**src/rtl/program_loader.sv**
```systemverilog
// Byte-stream loader: assembles framed bytes into 28-bit words, writes them to instruction
// memory from address 0, and releases the core reset only after the frame checksum passes.
//   state  | meaning
//   IDLE   | waiting for iStart after reset, core held in reset
//   LEN_LO | expecting low byte of the word count
//   LEN_HI | expecting high byte of the word count
//   DATA   | collecting b0..b3 of the current word
//   WRITE  | one-cycle write strobe for the assembled word
//   CHECK  | expecting the XOR checksum byte
//   DONE   | load good, core released
//   ERROR  | load aborted, core held in reset
module program_loader #(
    parameter int ADDR_WIDTH  = 8,
    parameter int INSTR_WIDTH = 28
) (
    input  logic                   Clock,
    input  logic                   Reset,
    input  logic                   iStart,
    input  logic [7:0]             iByte,
    input  logic                   iByteValid,
    output logic                   oByteReady,
    output logic                   oWriteEnable,
    output logic [ADDR_WIDTH-1:0]  oWriteAddress,
    output logic [INSTR_WIDTH-1:0] oInstruction,
    output logic                   oCpuReset,
    output logic                   oDone,
    output logic                   oError
);

    localparam int DEPTH = 1 << ADDR_WIDTH;

    typedef enum logic [2:0] {
        IDLE, LEN_LO, LEN_HI, DATA, WRITE, CHECK, DONE, ERROR
    } state_t;

    state_t                  state, state_next;
    logic [7:0]              len_lo, len_lo_next;
    logic [ADDR_WIDTH:0]     remaining, remaining_next;
    logic [1:0]              byte_idx, byte_idx_next;
    logic [23:0]             word_buf, word_buf_next;
    logic [7:0]              checksum, checksum_next;
    logic [ADDR_WIDTH-1:0]   address_next;
    logic [INSTR_WIDTH-1:0]  instruction_next;
    logic [15:0]             len_full;
    logic                    accept;

    assign accept   = iByteValid && oByteReady;
    assign len_full = {iByte, len_lo};

    always_comb begin
        state_next       = state;
        len_lo_next      = len_lo;
        remaining_next   = remaining;
        byte_idx_next    = byte_idx;
        word_buf_next    = word_buf;
        checksum_next    = checksum;
        address_next     = oWriteAddress;
        instruction_next = oInstruction;

        case (state)
            IDLE, DONE, ERROR: begin
                if (iStart) begin
                    state_next    = LEN_LO;
                    checksum_next = 8'h00;
                    byte_idx_next = 2'd0;
                    address_next  = '0;
                end
            end
            LEN_LO: begin
                if (accept) begin
                    len_lo_next   = iByte;
                    checksum_next = checksum ^ iByte;
                    state_next    = LEN_HI;
                end
            end
            LEN_HI: begin
                if (accept) begin
                    checksum_next = checksum ^ iByte;
                    if (len_full == 16'd0) begin
                        state_next = CHECK;
                    end else if (32'(len_full) > 32'(DEPTH)) begin
                        state_next = ERROR;
                    end else begin
                        remaining_next = (ADDR_WIDTH+1)'(len_full);
                        state_next     = DATA;
                    end
                end
            end
            DATA: begin
                if (accept) begin
                    checksum_next = checksum ^ iByte;
                    byte_idx_next = byte_idx + 2'd1;
                    case (byte_idx)
                        2'd0: word_buf_next[7:0]   = iByte;
                        2'd1: word_buf_next[15:8]  = iByte;
                        2'd2: word_buf_next[23:16] = iByte;
                        default: begin
                            if (iByte[7:4] != 4'h0) begin
                                state_next = ERROR;
                            end else begin
                                instruction_next = {iByte[3:0], word_buf};
                                state_next       = WRITE;
                            end
                        end
                    endcase
                end
            end
            WRITE: begin
                address_next   = oWriteAddress + 1'b1;
                remaining_next = remaining - 1'b1;
                state_next     = (remaining == (ADDR_WIDTH+1)'(1)) ? CHECK : DATA;
            end
            CHECK: begin
                if (accept) begin
                    state_next = (iByte == checksum) ? DONE : ERROR;
                end
            end
            default: state_next = IDLE;
        endcase
    end

    // Outputs are decoded from the next state so they settle one cycle after the causing edge.
    always_ff @(posedge Clock) begin
        if (!Reset) begin
            state         <= IDLE;
            len_lo        <= 8'h00;
            remaining     <= '0;
            byte_idx      <= 2'd0;
            word_buf      <= 24'h0;
            checksum      <= 8'h00;
            oWriteAddress <= '0;
            oInstruction  <= '0;
            oByteReady    <= 1'b0;
            oWriteEnable  <= 1'b0;
            oCpuReset     <= 1'b1;
            oDone         <= 1'b0;
            oError        <= 1'b0;
        end else begin
            state         <= state_next;
            len_lo        <= len_lo_next;
            remaining     <= remaining_next;
            byte_idx      <= byte_idx_next;
            word_buf      <= word_buf_next;
            checksum      <= checksum_next;
            oWriteAddress <= address_next;
            oInstruction  <= instruction_next;
            oByteReady    <= (state_next == LEN_LO) || (state_next == LEN_HI) ||
                             (state_next == DATA)   || (state_next == CHECK);
            oWriteEnable  <= (state_next == WRITE);
            oCpuReset     <= (state_next != DONE);
            oDone         <= (state_next == DONE);
            oError        <= (state_next == ERROR);
        end
    end

endmodule

```
**config.mk**
```make
export PLATFORM = sky130hd
export DESIGN_NAME = program_loader
export DESIGN_NICKNAME = d
export VERILOG_FILES = /design/src/rtl/program_loader.sv
export SDC_FILE = /design/constraint.sdc
export NUM_CORES = 1
export LEC_CHECK = 0
export ABC_AREA = 1
export BUFFER_PORTS_ARGS = -buffer_cell sky130_fd_sc_hd__buf_4
export CAP_MARGIN = 10
export CORE_MARGIN = 5
export CORE_UTILIZATION = 45
export DETAILED_ROUTE_END_ITERATION = 16
export GPL_TIMING_DRIVEN = 0
export PLACE_DENSITY = 0.65
export SYNTH_ARGS = -nofsm -noshare
export SYNTH_HDL_FRONTEND = slang
export SYNTH_SLANG_ARGS = --single-unit
```
**constraint.sdc**
```tcl
create_clock -name Clock -period 4.3 [get_ports Clock]
set_input_delay 0.43 -clock Clock [delete_from_list [all_inputs] [get_ports Clock]]
set_output_delay 0.43 -clock Clock [all_outputs]
set_load 0.01 [all_outputs]
```
==> summary.md <==
| Metric | Value |
|---|---|
| Status | completed |
| Worst Skew | 0.0139 ns |
| Vias in the first global route | between 3,000 and 4,000 |
| Peak Freq | approximately 550 MHz |
| Startpoint class of the critical path | flop |
| Psw | 0.420 mW |
| Number of flops mapped to enable cells by yosys | 0 |
| Setup violations, final | 0 |
| Crit path arrival time | 2.09 ns |
| P&R area growth vs syn | 18.4% |
| Placed cells | 692 |
| H-Tree Depth | 3 |
| # hold bufs at CTS | 0 |
| CTS Buf Count | 9 |
| Clock power frac | 0.395 |
| Antenna-violating nets left | 0 |
| Sequential share of power | 0.534 |
| Gr usage total | 0.183 |
| Synth cell types | 39 |
| 1st-iter DRT viols | 123 |
| CTS Buffer Depth | 2 |
| Cell area after layout | a little under 5000 um2 |
| FF+latch count, synth | 95 |
| CTS tree | yes |
| Largest net degree at the start of global routing | 18 |
| Die Ht | 105 um |
| Average size of a mapped cell | 7.70 um2 |
| Hold_ws | 0.415 ns |
| Area after DPL | 4620 um2 |
| WL final | between 9000 and 10,000 um |
| Final WS setup | 2.47 ns |
| Post-CTS sizing | 0 |
| Worst-margin pin slew | between 0.6 and 0.7 ns |
| Cells after synthesis | 532 |
| RSZ-0062 raised after global routing | false |
| Worst VDD drop | between 0.15 and 0.2 mV |
| Minimum clock period after layout | roughly 1.8 ns |
| Sequential fraction of the synthesis area | 0.464 |
| Die area | 11,100 um2 |
| Power Internal | 1.27 mW |
| Yosys warns | 0 |
| Post-CTS Setup Bufs | 0 |
| Drt drc | 0 |
| Mapped Area | 4100 um2 |
| Ports | 53 |
| Commonest non-fill, non-tap cell in the layout | nor2_1 |
| Worst Setup End Kind | flop |
| Maxcap violations | 0 |
| Max Transition Viols Final | 0 |
| Clock sinks | 95 |
| Initial antenna violation count | 0 |
| FILL cells | 874 |
| Design Power | between 1.5 and 2 mW |
| Syn nets | 552 |
| Prevailing post-synth register cell | dfxtp_1 |
| Via-per-instance ratio | approximately 5.2 |
| Sw Ratio | 0.248 |
| Crit-path slowest cell | dfxtp_1 |
| Worst setup path start | state[1] |
| Finished Layout Cells | a little over 700 |
| First-pass GRT wire length | 16,700 um |
| Category of the most critical setup path | reg2reg |
| Drt first pass iters | 4 |
| Input/output buffers | 52 |
| Die width | 105 um |
| Final Hold Fails | 0 |
| Final critical-path share of the clock period | 0.426 |
| Pwr/cell area | 348 nW/um2 |
| Worst-path clk slew | 0.10 ns |
| Final nets | 615 |
| Worst slew margin | 0.596 |
| Comb power frac | 0.072 |
| Worst reg2reg path startpoint | state[1] |
| Root buf cell | clkbuf_8 |
| Placer Congestion | slightly above 0.9 |
| Critical Path Max Stage Delay | 0.50 ns |
| Ratio of cells with drive above 1 in the final layout | 0.178 |
| DP HPWL | 7190 um |
| Row cnt | 34 |
| Core ar. | 8810 um2 |
| N_diodes | 0 |
| Post-synthesis async set-or-reset flop share | 0 |
| Total negative slack | 0 ns |
| Area share of the largest cell type after synthesis | 0.464 |
| Global route total overflow | 0 |
| Most frequent cells in the layout | nor2_1, dfxtp_1, o21ai_0 |
| Area contributors post-synth | dfxtp_1, o21ai_0, nor2_1 |
| Starting Density | 0.465 |
| Hold path start | iByte[7] |
| Hold crit path type | in2reg |
| DR vias | between 3,000 and 4,000 |
| Crit path required time | about 4.6 ns |
| CP Cell Sequence | inv_1 -> nand2_2 -> o21ai_2 -> nor2_4 -> inv_2 -> nand2_1 -> o21ai_2 -> inv_2 -> buf_6 -> o21ai_0 -> o211a_1 |
| P_leak | 2.21 nW |
| Drt wl/cell | 14.1 um |
| Clock network latency to the later pin of the worst-skew pair | roughly 0.37 ns |
| Post-Place Setup Slack | 2.42 ns |
| Core Util, Final | 0.551 |
| Largest area contributor in the synthesized netlist | dfxtp_1 |
| Critical path peak fanout | 10 |
[synth_stat cells (2+ instances only)]
| cell type | n |
|---|---|
| a211oi_1 | 3 |
| a21oi_1 | 53 |
| a31oi_1 | 3 |
| buf_2 | 3 |
| buf_4 | 5 |
| buf_6 | 5 |
| clkbuf_1 | 7 |
| dfxtp_1 | 95 |
| ha_1 | 8 |
| inv_1 | 37 |
| inv_2 | 9 |
| nand2_1 | 56 |
| nand2_2 | 5 |
| nand3_1 | 19 |
| nand4_1 | 2 |
| nor2_1 | 97 |
| nor2_2 | 2 |
| nor2_4 | 4 |
| nor3_1 | 6 |
| o211a_1 | 6 |
| o21ai_0 | 81 |
| o21ai_2 | 2 |
| xnor2_1 | 7 |
| xor2_1 | 2 |
[routing by layer]
metal	vias to the layer above	global-route usage	wire length, um
met5	-	0	0
met4	0	0.0590	165
met3	16	0.0416	428
met2	80	0.305	4690
met1	1712	0.235	4710
li1	1884	-	-
[power by group through the flow]
stage	clock network [mW]	registers (mW)	logic, mW
finish	0.667	0.902	0.121
global route	0.724	0.904	0.134
CTS	0.679	0.902	0.121
detailed placement	0	0.922	0.120
global placement	0	0.921	0.117
floorplan	0	0.921	0.0808
[state kept, by name, indices dropped and copies added (netlist names)]
signal / cells
oByteReady: 1
checksum: 8
len_lo: 8
oWriteAddress: 8
word_buf: 24
byte_idx: 2
oCpuReset: 1
remaining: 9
oDone: 1
oError: 1
state: 3
oInstruction: 28
oWriteEnable: 1
[path summary, 6_finish.rpt]
| check | endpoint | slack, ns | cells after the start |
|---|---|---|---|
| worst max register to register | checksum[7] | 2.47 | 11 |
| worst min register to register | oWriteAddress[7] | 0.48 | 1 |
| worst max-delay path | checksum[7] | 2.47 | 11 |
| worst min-delay path | len_lo[7] | 0.42 | 3 |
[logic make-up (layout without fill, tap and decap cells)]
group,Yosys count,after routing,synth area share
DFF,95,95,0.464
and+or+nand+nor,195,195,0.203
adders and majority gates,8,8,0.0244
AOI/OAI and AO/OA,157,157,0.213
buffers and inverters,68,136,0.0770
xor gates and xnor gates,9,9,0.0192
[area by class of cell]
type / instances / area [um2] / share of cell area
Clock buffer: 9 / 124 / 0.0255
Inverter: 47 / 176 / 0.0364
Clock inverter: 7 / 104 / 0.0214
Timing Repair Buffer: 52 / 390 / 0.0805
Buffer: 21 / 139 / 0.0286
Sequential cell: 95 / 1900 / 0.392
Tap cell: 108 / 135 / 0.0279
Multi-Input combinational cell: 369 / 1880 / 0.388
[critical path, delay by kind of cell (launching register included)]
family	cells	cell delay, ns
AOI/OAI and AO/OA	4	0.37
and+or+nand+nor	3	0.39
DFF	1	0.50
buffers and inverters	4	0.47
No activity file was read; power rests on OpenSTA's default activity.
